[src/rtl/cobi_result_deser.sv]
`default_nettype none
// +--------------------------------------------------------------------------+
// | cobi_result_deser: packs the serial result bit stream LSB-first into      |
// | words behind a small FIFO and tracks per-frame bit counts.  Rev 1.0       |
// +--------------------------------------------------------------------------+
module cobi_result_deser #(
  parameter int OUT_WIDTH     = 16,
  parameter int FIFO_DEPTH    = 4,
  parameter int EXPECTED_BITS = 86,
  parameter int CNT_WIDTH     = 9
) (
  input  logic                 clk,
  input  logic                 resetb,
  input  logic                 clr,
  input  logic                 s_valid,
  output logic                 s_ready,
  input  logic                 s_last,
  input  logic                 s_data,
  output logic                 m_valid,
  input  logic                 m_ready,
  output logic                 m_last,
  output logic [OUT_WIDTH-1:0] m_data,
  output logic                 frame_done,
  output logic [CNT_WIDTH-1:0] frame_bits,
  output logic                 len_err
);

  localparam int c_IDXW = $clog2(OUT_WIDTH);
  localparam int c_PTRW = $clog2(FIFO_DEPTH);
  localparam logic [c_IDXW-1:0]    c_IDX_LAST = c_IDXW'(OUT_WIDTH - 1);
  localparam logic [c_PTRW:0]      c_FULL     = (c_PTRW + 1)'(FIFO_DEPTH);
  localparam logic [CNT_WIDTH-1:0] c_CNT_MAX  = '1;
  localparam logic [CNT_WIDTH-1:0] c_EXPECTED = CNT_WIDTH'(EXPECTED_BITS);

  logic [OUT_WIDTH-1:0] r_acc;
  logic [c_IDXW-1:0]    r_idx;
  logic [OUT_WIDTH-1:0] r_mem_data [FIFO_DEPTH];
  logic [FIFO_DEPTH-1:0] r_mem_last;
  logic [c_PTRW-1:0]    r_wr_ptr;
  logic [c_PTRW-1:0]    r_rd_ptr;
  logic [c_PTRW:0]      r_count;
  logic [CNT_WIDTH-1:0] r_bcnt;
  logic [CNT_WIDTH-1:0] r_frame_bits;
  logic                 r_frame_done;
  logic                 r_len_err;

  logic                 w_accept;
  logic                 w_push;
  logic                 w_pop;
  logic [OUT_WIDTH-1:0] w_word;
  logic [CNT_WIDTH-1:0] w_bcnt_next;

  assign s_ready  = (r_count != c_FULL);
  assign m_valid  = (r_count != '0);
  assign w_accept = s_valid && s_ready;
  assign w_push   = w_accept && ((r_idx == c_IDX_LAST) || s_last);
  assign w_pop    = m_valid && m_ready;

  // Bits above r_idx are already zero, so the outgoing word is acc plus the new bit.
  always_comb begin
    w_word        = r_acc;
    w_word[r_idx] = s_data;
  end

  assign w_bcnt_next = (r_bcnt == c_CNT_MAX) ? r_bcnt : r_bcnt + 1'b1;

  always_ff @(posedge clk) begin
    if (w_push) begin
      r_mem_data[r_wr_ptr] <= w_word;
      r_mem_last[r_wr_ptr] <= s_last;
    end
  end

  always_ff @(posedge clk or negedge resetb) begin
    if (!resetb) begin
      r_acc        <= '0;
      r_idx        <= '0;
      r_wr_ptr     <= '0;
      r_rd_ptr     <= '0;
      r_count      <= '0;
      r_bcnt       <= '0;
      r_frame_bits <= '0;
      r_frame_done <= 1'b0;
      r_len_err    <= 1'b0;
    end else if (clr) begin
      r_acc        <= '0;
      r_idx        <= '0;
      r_wr_ptr     <= '0;
      r_rd_ptr     <= '0;
      r_count      <= '0;
      r_bcnt       <= '0;
      r_frame_bits <= '0;
      r_frame_done <= 1'b0;
      r_len_err    <= 1'b0;
    end else begin
      if (w_accept) begin
        if (w_push) begin
          r_acc <= '0;
          r_idx <= '0;
        end else begin
          r_acc <= w_word;
          r_idx <= r_idx + 1'b1;
        end
      end

      if (w_push) r_wr_ptr <= r_wr_ptr + 1'b1;
      if (w_pop)  r_rd_ptr <= r_rd_ptr + 1'b1;
      if (w_push && !w_pop)      r_count <= r_count + 1'b1;
      else if (!w_push && w_pop) r_count <= r_count - 1'b1;

      r_frame_done <= w_accept && s_last;
      if (w_accept) begin
        if (s_last) begin
          r_bcnt       <= '0;
          r_frame_bits <= w_bcnt_next;
          if (w_bcnt_next != c_EXPECTED) r_len_err <= 1'b1;
        end else begin
          r_bcnt <= w_bcnt_next;
        end
      end
    end
  end

  // An empty FIFO presents zeros rather than stale head contents.
  assign m_data     = m_valid ? r_mem_data[r_rd_ptr] : '0;
  assign m_last     = m_valid && r_mem_last[r_rd_ptr];
  assign frame_done = r_frame_done;
  assign frame_bits = r_frame_bits;
  assign len_err    = r_len_err;

endmodule
`default_nettype wire

[config.mk]
export PLATFORM = sky130hd
export DESIGN_NAME = cobi_result_deser
export DESIGN_NICKNAME = d
export VERILOG_FILES = /design/src/rtl/cobi_result_deser.sv
export SDC_FILE = /design/constraint.sdc
export NUM_CORES = 1
export LEC_CHECK = 0
export ABC_AREA = 1
export BUFFER_PORTS_ARGS = -buffer_cell sky130_fd_sc_hd__buf_2
export CAP_MARGIN = 30
export CORE_UTILIZATION = 54
export DETAILED_ROUTE_END_ITERATION = 6
export PLACE_DENSITY = 0.75
export RECOVER_POWER = 50
export SETUP_SLACK_MARGIN = 0.2
export SYNTH_ARGS = -nofsm -noshare
export SYNTH_HDL_FRONTEND = slang
export SYNTH_SLANG_ARGS = --single-unit
[constraint.sdc]
create_clock -name clk -period 2.3 [get_ports clk]
set_clock_uncertainty 0.15 [all_clocks]
set_input_delay 0.23 -clock clk [delete_from_list [all_inputs] [get_ports clk]]
set_output_delay 0.23 -clock clk [all_outputs]
set_load 0.1 [all_outputs]
Word level (Yosys, flattened, before mapping)
Memories as Yosys holds them, arrays and structs flattened.
Index checks and enable logic that the tools add are counted.
{"block": "word_totals", "input_bits": 7, "memories": 1, "ff_bits": 51, "ram_bits": 64, "word_cells": 83}
{"name": "r_mem_data", "depth": 4, "word_bits": 16, "read_ports": 1, "rd_clocked_by_memory_dff": 0, "wr": 1, "line_no": "37", "rtl": "logic [OUT_WIDTH-1:0] r_mem_data [FIFO_DEPTH];"}
{"block": "classes", "reduce_logical": 21, "eq_ne": 4, "n_addsub": 6, "mux": 36, "magnitude_cmp": 5}
{"cell": "16-bit 2-to-1 mux", "count": 4}
{"cell": "9-bit 2-to-1 mux", "count": 7}
{"cell": "16-bit bitwise mux", "count": 1}
{"cell": "4-bit 2-to-1 mux", "count": 3}
{"cell": "1-bit 2-to-1 mux", "count": 10}
{"cell": "2-bit nonzero test", "count": 5}
{"cell": "9-bit by 1-bit adder with 9-bit output, second input constant", "count": 1}
{"cell": "9-bit equality test, second input constant", "count": 1}
{"cell": "1-bit logical AND", "count": 9}
{"cell": "3-bit 2-to-1 mux", "count": 3}
{"cell": "9-bit by 7-bit != test with 1-bit output, second input constant", "count": 1}
{"cell": "2-bit 2-to-1 mux", "count": 4}
{"cell": "2-bit by 3-bit < comparator with 1-bit output, second input constant", "count": 2}
{"cell": "3-bit nonzero test", "count": 2}
{"cell": "4-bit by 5-bit < comparator with 1-bit output, second input constant", "count": 1}
{"cell": "2-bit by 1-bit adder with 2-bit output, second input constant", "count": 2}
{"cell": "4-bit by 1-bit adder with 4-bit output, second input constant", "count": 1}
{"cell": "4-bit bitwise mux", "count": 1}
{"cell": "1-bit demux with 4-bit select", "count": 1}
{"cell": "4-bit equality test, second input constant", "count": 1}
{"cell": "4-bit by 1-bit >= comparator with 1-bit output, second input constant", "count": 1}
{"cell": "3-bit by 1-bit adder with 3-bit output, second input constant", "count": 1}
{"cell": "3-bit != test, second input constant", "count": 1}
{"cell": "3-bit AND reduction", "count": 1}
{"cell": "7 further kinds", "count": 8}

Depth between registers and ports, before layout
{"block": "depth", "ltp_word": 8, "mapped_depth": 12, "mapped_depth_nobuf": 12}

Least setup slack after synthesis
OpenSTA, ideal clock, no wires.
{"block": "synth_timing", "path_kind": "register -> output", "from": "register r_rd_ptr[1]", "to": "output port m_data[10]", "arrival_ps": 2502, "path_stages_with_launch": 7, "required_ps": 1920, "setup_slack_ps": -582, "cell_sequence": "dfrtp_1 > buf_2 > clkinv_1 > buf_2 > nor2_1 > o21ai_0 > a21oi_1"}
{"block": "synth_between", "elab_chain_len": 2}
{"element": "start, declared", "line_no": "40", "rtl": "logic [c_PTRW-1:0] r_rd_ptr;"}
{"element": "start signal, assigned", "line_no": "107", "rtl": "if (w_pop) r_rd_ptr <= r_rd_ptr + 1'b1;"}
{"element": "memory read 4 x 16 bit"}
{"element": "16-bit 2-to-1 mux", "line_no": "125", "rtl": "assign m_data = m_valid ? r_mem_data[r_rd_ptr] : '0;"}
{"element": "end, declared", "line_no": "22", "rtl": "output logic [OUT_WIDTH-1:0] m_data,"}
Every way passes these cells.

Worst setup path after layout
{"block": "layout_timing", "from": "register r_rd_ptr[0]", "to": "output port m_data[2]"}
The elaborated chain is that of the path after synthesis.

==> out/results.txt <==
status = finished with violations
Die Width = 101 um
PortBufs = 36
commonest cells after routing, fill and taps aside = 80 x nand2_1, 68 x edfxtp_1, 49 x nor2_1, 46 x dfrtp_1
reg-to-reg startpoint = r_idx[0]$_DFFE_PN0P_
Starting Density = 0.562
Detailed Routing Iterations Pass 1 = 5
Place WS = 0.107 ns
largest family of logic cells by synthesized area = simple AND/OR/NAND/NOR gates
ant diodes = 0
CTS tree = built
Worst VDD drop = 894 uV
ranking of synthesized cells by area = edfxtp_1 39%, dfrtp_1 22%, nor2_1 6.1%
via count = 4284
Max-cap violations = 0
Pwr Density = 1350 nW/um^2
Slew HR = 0.348
simple-gate area share of the yosys netlist = 0.194
Core Util, Final = 0.770
Pwr Total = 9.71 mW
hpwl dp = 7.54 mm
worst-path fanout max = 5
YS warnings = 0
H-tree levels = 4
commonest non-fill, non-tap cell in the layout = nand2_1
WL final = 14.2 mm
share of cells above drive strength 1 = 0.327
Placement Cell Area = 6040 um^2
Setup WS post-layout = -0.0915 ns
CP required = 1.92 ns
vias in the first global route = 4262
pin count of the biggest net entering global routing = 40
Synth Register Bits = 115
Synth cell types = 32
hold path start = s_valid
post-route ant nets = 0
RSZ-0062 raised after global routing = true
Std-Cell Rows = 35
Mapped Cells = 528
share of the synthesized area in the top cell type = 0.389
tightest hold margin = 0.0147 ns
xor-xnor portion of the synthesized cell area = 0.00835
Final #Nets = 625
Static Leakage = 2.85 nW
Filler Cells Inserted = 542
Worst-Skew Late Latency = 0.52 ns
Final Critical Period = 2.39 ns
Worst-path clk slew = 0.06 ns
crit path kind = register to output port
synthesized area = 5240 um^2
gr ovfl total = 0
Vias per Instance = 5.71
CTS buffer count = 17
syn_nets = 545
initial antenna violation count = 0
DRT iter0 DRCs = 439
root buf cell = clkbuf_8
RePlAce Congestion = 0.879
Final period util = 1.04
max-slew violation count = 0
largest area contributor in the netlist = edfxtp_1
mean routed wirelength per cell = 19.0 um
Setup Viol. Count Final = 1
first-pass GRT wire length = 22.1 mm
post-route DRC violation count = 0
Syn-to-layout area delta = 37.0%
Worst Setup Start Kind = register
Worst-Margin Slew = 0.979 ns
mux contribution to synthesized area = 0
crit path from = r_rd_ptr[0]$_DFFE_PN0P_
syn_area_per_cell = 9.93 um^2
clock sinks = 115
Die Footprint = 10100 um^2
Compound-Gate Fraction of Synth Area = 0.105
core area = 9330 um^2
adder-cell share of the synthesized area = 0.0253
worst hold path type = primary input to register
Placed Cells = 694
Seq/Total Area, Yosys = 0.614
Clock Path Buffers = 2
IO Pins = 37
Total GRT Usage = 0.295
Final Instance Count excl. Fillers = 750
violated checks = setup timing
Final TNS setup = -0.0915 ns
Hold Violations, Final = 0
Crit path arrival time = 2.01 ns
fin area = 7180 um^2
CP Capture Type = output port
Die H = 101 um
Max Clock Freq = 418 MHz
-- worst max-delay path: stages, from the launching register on --
cell       delay, ns
dfrtp_2         0.44
buf_6           0.15
clkbuf_16       0.16
nor2_4          0.04
nor2_1          0.14
o21ai_1         0.13
a21oi_2         0.21
buf_8           0.22
-- registers in the layout (all words and copies together) (netlist names), 3 cells and up --
| name | count |
|---|---|
| frame_bits | 9 |
| r_acc | 16 |
| r_bcnt | 9 |
| r_count | 3 |
| r_idx | 4 |
| r_mem_data | 64 |
| r_mem_last | 4 |
-- worst paths after layout --
check,cells after the start,end,slack (ns)
setup / recovery,7,m_data[2],-0.09
hold / removal,5,r_wr_ptr[1]$_DFFE_PN0P_,0.01
setup reg to reg,12,r_count[2]$_DFFE_PN0P_,0.13
hold reg to reg,2,r_acc[7]$_DFFE_PN0P_,0.34
max in group asynchronous,3,r_acc[12]$_DFFE_PN0P_,0.98
min in group asynchronous,2,r_bcnt[8]$_DFFE_PN0P_,0.25
-- power by group --
| group | switching [mW] | total, mW | internal, mW |
|---|---|---|---|
| Sequential | 0.100 | 2.40 | 2.30 |
| Clock | 1.01 | 2.58 | 1.57 |
| Combinational | 3.15 | 4.73 | 1.58 |
-- cells in the mapped netlist, drive strengths merged --
| cell type | n |
|---|---|
| a31oi | 4 |
| dfrtp | 47 |
| buf | 12 |
| xnor2 | 1 |
| nand2 | 84 |
| clkbuf | 7 |
| fa | 1 |
| nand4 | 5 |
| clkinv | 1 |
| nor3 | 3 |
| o21ai | 61 |
| xor2 | 4 |
| nor2 | 89 |
| edfxtp | 68 |
| o22ai | 13 |
| o21bai | 1 |
| nand3 | 43 |
| a21oi | 26 |
| inv | 49 |
| ha | 9 |
-- layer usage --
layer  up-vias  wire, um  GRT usage
li1       1967         -          -
met1      2070      5570      0.365
met2       210      7370      0.514
met3        37       894     0.0562
met4         0       384      0.116
met5         -         0          0
-- area by class of cell --
cell class	count	area [um^2]	area share
clock buffer	17	414	0.0577
clock inverter	15	168	0.0233
inverter	50	204	0.0284
multi-input combinational	344	2170	0.302
sequential	115	3220	0.448
tap	129	161	0.0225
timing repair buffer	79	845	0.118
timing repair inverter	1	5.00	0.000697
-- timing repair --
item	in CTS	in global routing
buffers inserted	15	1
gates cloned	3	1
setup endpoints to repair	18	58
hold endpoints to repair	51	0
hold buffers	4	0
pin swaps	20	37
gates resized for setup	98	61
-- cells by family (layout without fill, tap and decap cells) --
kind of cell / after synthesis / in the layout
AO/OA/AOI/OAI: 105 / 105
XOR/XNOR: 5 / 5
adder cells (fa/ha/maj): 10 / 10
buffers and inverters: 69 / 162
flip-flops: 115 / 115
AND/OR/NAND/NOR: 224 / 224
Power figures use the tool's default switching activity.
